### config.mk
export PLATFORM = sky130hd
export DESIGN_NAME = plugin_mmio_queue
export DESIGN_NICKNAME = d
export VERILOG_FILES = /design/src/rtl/plugin_mmio_queue.sv
export SDC_FILE = /design/constraint.sdc
export NUM_CORES = 1
export LEC_CHECK = 0
export ABC_AREA = 1
export BUFFER_PORTS_ARGS = -buffer_cell sky130_fd_sc_hd__clkbuf_2
export CAP_MARGIN = 10
export CORE_ASPECT_RATIO = 0.7
export CORE_MARGIN = 5
export CORE_UTILIZATION = 43
export CTS_CLUSTER_DIAMETER = 30
export CTS_CLUSTER_SIZE = 12
export DETAILED_ROUTE_END_ITERATION = 10
export PLACE_DENSITY_LB_ADDON = 0.12
export SLEW_MARGIN = 20
export SYNTH_ARGS = -nofsm -noshare
export SYNTH_HDL_FRONTEND = slang
export SYNTH_SLANG_ARGS = --single-unit
### constraint.sdc
create_clock -name clk -period 3 [get_ports clk]
set_input_delay 0.6 -clock clk [delete_from_list [all_inputs] [get_ports clk]]
set_output_delay 0.6 -clock clk [all_outputs]
set_load 0.05 [all_outputs]
### src/rtl/plugin_mmio_queue.sv
// MMIO job queue in front of an ALU. A job's result is readable LATENCY+2 edges after its CMD write.
// A CMD write to a full job FIFO drops the job and sets sticky OVF. PLUGIN_MMIO_IRQ_EN enables IRQCTL and irq_o.
module plugin_mmio_queue #(
  parameter logic [31:0] BASE_ADDR = 32'h10000000,
  parameter int          DEPTH     = 4,
  parameter int          LATENCY   = 2
) (
  input  logic        clk,
  input  logic        reset_n,
  input  logic        enable_i,
  input  logic [3:0]  we_i,
  input  logic [31:0] addr_i,
  input  logic [31:0] data_i,
  output logic [31:0] data_o,
  output logic        irq_o
);
  localparam int PW = $clog2(DEPTH);
  localparam int CW = PW + 1;
  localparam int LW = (LATENCY > 1) ? $clog2(LATENCY) : 1;
  localparam logic [CW-1:0] FULL_CNT = CW'(DEPTH);

  localparam logic [2:0] R_OPA    = 3'd0;
  localparam logic [2:0] R_OPB    = 3'd1;
  localparam logic [2:0] R_CMD    = 3'd2;
  localparam logic [2:0] R_RESULT = 3'd3;
  localparam logic [2:0] R_STATUS = 3'd4;
  localparam logic [2:0] R_IRQCTL = 3'd5;

  typedef struct packed {
    logic [31:0] a;
    logic [31:0] b;
    logic [2:0]  op;
  } job_t;

  typedef enum logic [1:0] {S_IDLE, S_EXEC, S_WB} state_t;

  logic [31:0]   opa_q, opa_d, opb_q, opb_d;
  job_t          job_mem_q [DEPTH];
  job_t          job_mem_d [DEPTH];
  logic [PW-1:0] job_wptr_q, job_wptr_d, job_rptr_q, job_rptr_d;
  logic [CW-1:0] job_cnt_q, job_cnt_d;
  logic [31:0]   res_mem_q [DEPTH];
  logic [31:0]   res_mem_d [DEPTH];
  logic [PW-1:0] res_wptr_q, res_wptr_d, res_rptr_q, res_rptr_d;
  logic [CW-1:0] res_cnt_q, res_cnt_d;
  state_t        state_q, state_d;
  logic [LW-1:0] cnt_q, cnt_d;
  job_t          exec_q, exec_d;
  logic          ovf_q, ovf_d, udf_q, udf_d;

  logic [29:0] off;
  logic [2:0]  sel;
  logic        hit, wr_en, rd_en;
  logic        job_full, job_empty, res_full, res_empty, busy;
  logic        job_push, ovf_set, dispatch, res_push, res_rd, res_pop, udf_set;
  logic [31:0] alu_res, status;
  logic [4:0]  res_cnt5;
  logic        irq_en_rd;
  logic        unused_addr_bits;

  assign unused_addr_bits = ^addr_i[1:0];

  // Word-granular decode: only addr_i[31:2] takes part.
  always_comb begin
    off   = addr_i[31:2] - BASE_ADDR[31:2];
    hit   = off < 30'd6;
    sel   = off[2:0];
    wr_en = enable_i && (we_i != 4'd0) && hit;
    rd_en = enable_i && (we_i == 4'd0) && hit;
  end

  always_comb begin
    job_full  = job_cnt_q == FULL_CNT;
    job_empty = job_cnt_q == '0;
    res_full  = res_cnt_q == FULL_CNT;
    res_empty = res_cnt_q == '0;
    busy      = state_q != S_IDLE;
    job_push  = wr_en && sel == R_CMD && !job_full;
    ovf_set   = wr_en && sel == R_CMD && job_full;
    // A slot in the result FIFO is reserved for every job in flight.
    dispatch  = state_q == S_IDLE && !job_empty && (res_cnt_q + CW'(busy)) < FULL_CNT;
    res_push  = state_q == S_WB;
    res_rd    = rd_en && sel == R_RESULT;
    res_pop   = res_rd && !res_empty;
    udf_set   = res_rd && res_empty;
  end

  always_comb begin
    alu_res = '0;
    case (exec_q.op)
      3'd0: alu_res = exec_q.a + exec_q.b;
      3'd1: alu_res = exec_q.a - exec_q.b;
      3'd2: alu_res = exec_q.a & exec_q.b;
      3'd3: alu_res = exec_q.a | exec_q.b;
      3'd4: alu_res = exec_q.a ^ exec_q.b;
      3'd5: alu_res = exec_q.a << exec_q.b[4:0];
      3'd6: alu_res = exec_q.a >> exec_q.b[4:0];
      3'd7: alu_res = {31'b0, exec_q.a < exec_q.b};
      default: alu_res = '0;
    endcase
  end

  always_comb begin
    opa_d      = opa_q;
    opb_d      = opb_q;
    job_mem_d  = job_mem_q;
    job_wptr_d = job_wptr_q;
    job_rptr_d = job_rptr_q;
    job_cnt_d  = job_cnt_q + CW'(job_push) - CW'(dispatch);
    res_mem_d  = res_mem_q;
    res_wptr_d = res_wptr_q;
    res_rptr_d = res_rptr_q;
    res_cnt_d  = res_cnt_q + CW'(res_push) - CW'(res_pop);
    state_d    = state_q;
    cnt_d      = cnt_q;
    exec_d     = exec_q;
    ovf_d      = ovf_q;
    udf_d      = udf_q;

    if (wr_en && sel == R_OPA) opa_d = data_i;
    if (wr_en && sel == R_OPB) opb_d = data_i;
    if (job_push) begin
      job_mem_d[job_wptr_q] = '{a: opa_q, b: opb_q, op: data_i[2:0]};
      job_wptr_d = job_wptr_q + PW'(1);
    end
    if (dispatch) job_rptr_d = job_rptr_q + PW'(1);
    if (res_push) begin
      res_mem_d[res_wptr_q] = alu_res;
      res_wptr_d = res_wptr_q + PW'(1);
    end
    if (res_pop) res_rptr_d = res_rptr_q + PW'(1);

    case (state_q)
      S_IDLE: if (dispatch) begin
        state_d = S_EXEC;
        cnt_d   = LW'(LATENCY - 1);
        exec_d  = job_mem_q[job_rptr_q];
      end
      S_EXEC: if (cnt_q == '0) state_d = S_WB;
              else cnt_d = cnt_q - LW'(1);
      S_WB:   state_d = S_IDLE;
      default: state_d = S_IDLE;
    endcase

    if (wr_en && sel == R_STATUS && data_i[5]) ovf_d = 1'b0;
    if (wr_en && sel == R_STATUS && data_i[6]) udf_d = 1'b0;
    if (ovf_set) ovf_d = 1'b1;
    if (udf_set) udf_d = 1'b1;
  end

  always_ff @(posedge clk or negedge reset_n) begin
    if (!reset_n) begin
      opa_q      <= '0;
      opb_q      <= '0;
      job_mem_q  <= '{default: '0};
      job_wptr_q <= '0;
      job_rptr_q <= '0;
      job_cnt_q  <= '0;
      res_mem_q  <= '{default: '0};
      res_wptr_q <= '0;
      res_rptr_q <= '0;
      res_cnt_q  <= '0;
      state_q    <= S_IDLE;
      cnt_q      <= '0;
      exec_q     <= '0;
      ovf_q      <= 1'b0;
      udf_q      <= 1'b0;
    end else begin
      opa_q      <= opa_d;
      opb_q      <= opb_d;
      job_mem_q  <= job_mem_d;
      job_wptr_q <= job_wptr_d;
      job_rptr_q <= job_rptr_d;
      job_cnt_q  <= job_cnt_d;
      res_mem_q  <= res_mem_d;
      res_wptr_q <= res_wptr_d;
      res_rptr_q <= res_rptr_d;
      res_cnt_q  <= res_cnt_d;
      state_q    <= state_d;
      cnt_q      <= cnt_d;
      exec_q     <= exec_d;
      ovf_q      <= ovf_d;
      udf_q      <= udf_d;
    end
  end

`ifdef PLUGIN_MMIO_IRQ_EN
  logic irq_en_q, irq_en_d, irq_q, irq_d;

  always_comb begin
    irq_en_d = irq_en_q;
    if (wr_en && sel == R_IRQCTL) irq_en_d = data_i[0];
    irq_d = irq_en_q && (!res_empty || ovf_q || udf_q);
  end

  always_ff @(posedge clk or negedge reset_n) begin
    if (!reset_n) begin
      irq_en_q <= 1'b0;
      irq_q    <= 1'b0;
    end else begin
      irq_en_q <= irq_en_d;
      irq_q    <= irq_d;
    end
  end

  assign irq_en_rd = irq_en_q;
  assign irq_o     = irq_q;
`else
  assign irq_en_rd = 1'b0;
  assign irq_o     = 1'b0;
`endif

  always_comb begin
    res_cnt5 = 5'(res_cnt_q);
    status   = {19'b0, res_cnt5, 1'b0, udf_q, ovf_q, res_full, !res_empty,
                job_empty, job_full, busy};
  end

  always_comb begin
    data_o = '0;
    if (rd_en) begin
      case (sel)
        R_OPA:    data_o = opa_q;
        R_OPB:    data_o = opb_q;
        R_RESULT: data_o = res_empty ? 32'h0 : res_mem_q[res_rptr_q];
        R_STATUS: data_o = status;
        R_IRQCTL: data_o = {31'b0, irq_en_rd};
        default:  data_o = '0;
      endcase
    end
  end

endmodule

==> impl_metrics.tcl <==
set metrics [dict create \
    status "complete, but fails checks" \
    violations "setup timing" \
    die_h_um 245 \
    track_usage 0.329 \
    rows 86 \
    fmax_mhz 317 \
    synthFlopType "dfrtp_1" \
    drv_cap 0 \
    first_global_vias 33184 \
    synth_compound_area_frac 0.0939 \
    yosys.area.top_type_share 0.401 \
    critPathRequiredTime_ns 2.40 \
    synth_fa_ha_area_frac 0.0424 \
    grt_overflow_total 0 \
    yosysTopAreaCell "dfrtp_1" \
    fill_cells 7638 \
    synth_edf_count 0 \
    die_w_um 346 \
    finalSetupViolations 23 \
    clk_latency_ns 0.70 \
    drt-initial-drc-count 4706 \
    worst_path_largest_cell_delay_ns 0.47 \
    totalPowerFinal_mw 19.3 \
    initial_utilization 0.433 \
    wl_um 144000 \
    layout-area-overhead-vs-synth_pct 25.2 \
    clock_skew_ns 0.0323 \
    ys_top_cells_by_area "dfrtp_1 (40%), nand2_1 (21%), nand3_1 (10%)" \
    hold_path_class "in -> reg" \
    crit_type "reg -> out" \
    grt_max_degree 135 \
    drcViolationCount 0 \
    yosys-top-cells-count "nand2_1 (1893), nand3_1 (678), dfrtp_1 (546)" \
    final_area_um2 42600 \
    syn_inst 5032 \
    synthMuxAreaShare 0.000294 \
    syn-cell-area_um2 34000 \
    max_slew.worst_pin.slew_ns 0.754 \
    dpl_cell_area_um2 38000 \
    arrival_ns 2.55 \
    p_leak_nw 22.5 \
    htreeDepth 3 \
    final-hold-violation-count 0 \
    drv_slew 0 \
    setup_ws_ns -0.154 \
    ant_nets 0 \
    clk_pin_slew_ns 0.06 \
    async_flop_share 1.00 \
    p_per_area_nw_per_um2 454 \
    drive_gt1_frac 0.140 \
    fin_tns_setup_ns -1.23 \
    seq_area_frac_synth 0.401 \
    worstSetupEndpointType "output pin" \
    synth_top_family_by_area "simple AND/OR/NAND/NOR gates" \
    routed-via-count 35909 \
    synth_cell_types 44 \
    maxSlewHeadroom 0.497 \
    avgSynthCellArea_um2 6.77 \
    cp_slowest_cell "dfrtp_2" \
    io_pins 104 \
    viasPerCell 5.61 \
    ys_ff_latch 546 \
    grt_pass1_wl_um 214000 \
    cp_max_fo 8 \
    yosysMostFrequentCell "nand2_1" \
    tritoncts "done" \
    crit_chain "clkinv_4 -> buf_12 -> buf_12 -> nor2_4 -> o32ai_4 -> a22oi_2 -> a31oi_1 -> buf_4 -> buf_12" \
    period_needed_ns 3.15 \
    cts_buffer_depth 3 \
    syn_nets 5216 \
    synth_xor_area_frac 0.00437 \
    clock_sinks 546 \
    cp_common_cell "buf_12" \
    die_area_um2 85000 \
    core_area_um2 78600 \
    cts_buffers 100 \
    worst_setup_path_start_kind "flop" \
    finalNetCount 5439 \
    crit_family "buffers and inverters" \
    drt_pre_antenna_iters 7 \
    hpwl_um 103000 \
    place_worst_setup_slack_ns 0.0149 \
    diodes 0 \
    grt_setup_unrepaired "yes" \
    crit_buf_inv 5 \
    timing.final.crit_share 1.05 \
    numPortBuffers 100 \
    ir_drop_mv 0.444 \
    antenna_found_initial 2 \
    synth-simple-area-share 0.382 \
    wire_per_inst_um 22.5 \
    clock-root-buffer "clkbuf_16" \
    ys_warn_count 0 \
    place_congestion 1.04 \
]
## routing by layer
layer / vias to the layer above / share of wire / global-route usage
li1: 16760 / - / -
met1: 17112 / 0.45 / 0.498
met2: 1833 / 0.40 / 0.457
met3: 204 / 0.12 / 0.0857
met4: 0 / 0.032 / 0.100
met5: - / 0 / 0
## layout by cell type (no fill, tap or decap), types with 16 or more instances in the layout
| cell type | instances |
|---|---|
| nand4_1 | 28 |
| clkbuf_16 | 101 |
| o32ai_1 | 72 |
| o22ai_1 | 21 |
| o32ai_2 | 17 |
| nand3_1 | 677 |
| ha_1 | 104 |
| inv_1 | 336 |
| clkbuf_2 | 67 |
| o21ai_0 | 219 |
| a21oi_1 | 77 |
| buf_4 | 257 |
| buf_12 | 81 |
| nand2_1 | 1876 |
| nor3_1 | 16 |
| nor2_1 | 503 |
| clkinv_2 | 17 |
| and2_1 | 16 |
| o211ai_1 | 23 |
| dfrtp_1 | 538 |
## report_power, final
| part | total (mW) | switching [mW] | internal, mW |
|---|---|---|---|
| Combinational | 0.357 | 0.245 | 0.112 |
| Clock | 11.6 | 4.24 | 7.36 |
| Sequential | 7.38 | 0.0000000733 | 7.38 |
| Total | 19.3 | 4.49 | 14.8 |
## repair_timing
action,in CTS,in global routing
hold endpoints to repair,50,0
gates cloned,2,1
setup buffers,22,5
resized for setup,126,60
pin swaps,29,23
hold buffers,1,0
setup endpoints to repair,32,44
## tightest hold or removal path: stages
cell	delay (ns)
clkbuf_2	0.08
nand2_1	0.05
nand2_1	0.05
## sequential cells by signal (all words and copies together), names as in the netlist
register,flops
job_rptr_q,2
res_wptr_q,2
res_mem_q,128
udf_q,1
job_wptr_q,2
state_q,2
job_cnt_q,3
res_cnt_q,3
exec_q,67
cnt_q,1
opa_q,32
ovf_q,1
job_mem_q,268
res_rptr_q,2
opb_q,32
## worst paths after layout
kind                                   to  depth (start not counted)  slack, ns            from
max                             data_o[6]                          9      -0.15   res_rptr_q[0]
min                             opa_q[30]                          3       0.12      data_i[30]
max reg2reg                 res_mem_q[52]                         15       0.12       exec_q[3]
min reg2reg                job_mem_q[107]                          2       0.46  job_mem_q[107]
max in group asynchronous   res_mem_q[33]                          4       1.62         reset_n
min in group asynchronous   job_mem_q[77]                          2       0.49         reset_n
## metrics by stage
step	hold WS, ns	utilization	instances
floorplan	0.304	-	5032
finish	0.118	0.543	6396
global route	0.114	0.543	6396
detailed placement	0.450	0.484	6186
global placement	0.449	0.484	6186
CTS	0.0760	0.539	6393
## cell type report
type / instances / area (µm²) / area share
Multi-Input combinational cell: 3832 / 18700 / 0.438
Clock buffer: 120 / 2700 / 0.0633
Inverter: 348 / 1320 / 0.0310
Timing Repair Buffer: 426 / 4150 / 0.0974
Sequential cell: 546 / 13700 / 0.321
Timing Repair inverter: 1 / 7.51 / 0.000176
Tap cell: 1056 / 1320 / 0.0310
Clock inverter: 67 / 783 / 0.0184
## kinds of logic (layout without fill, tap and decap cells)
family,Yosys count,count (layout)
muxes,1,1
AOI/OAI and AO/OA,519,519
and+or+nand+nor,3181,3181
buffers and inverters,654,962
other,1,1
adders and majority gates,113,113
DFF,546,546
xor gates and xnor gates,17,17
No activity file was read; power rests on OpenSTA's default activity.
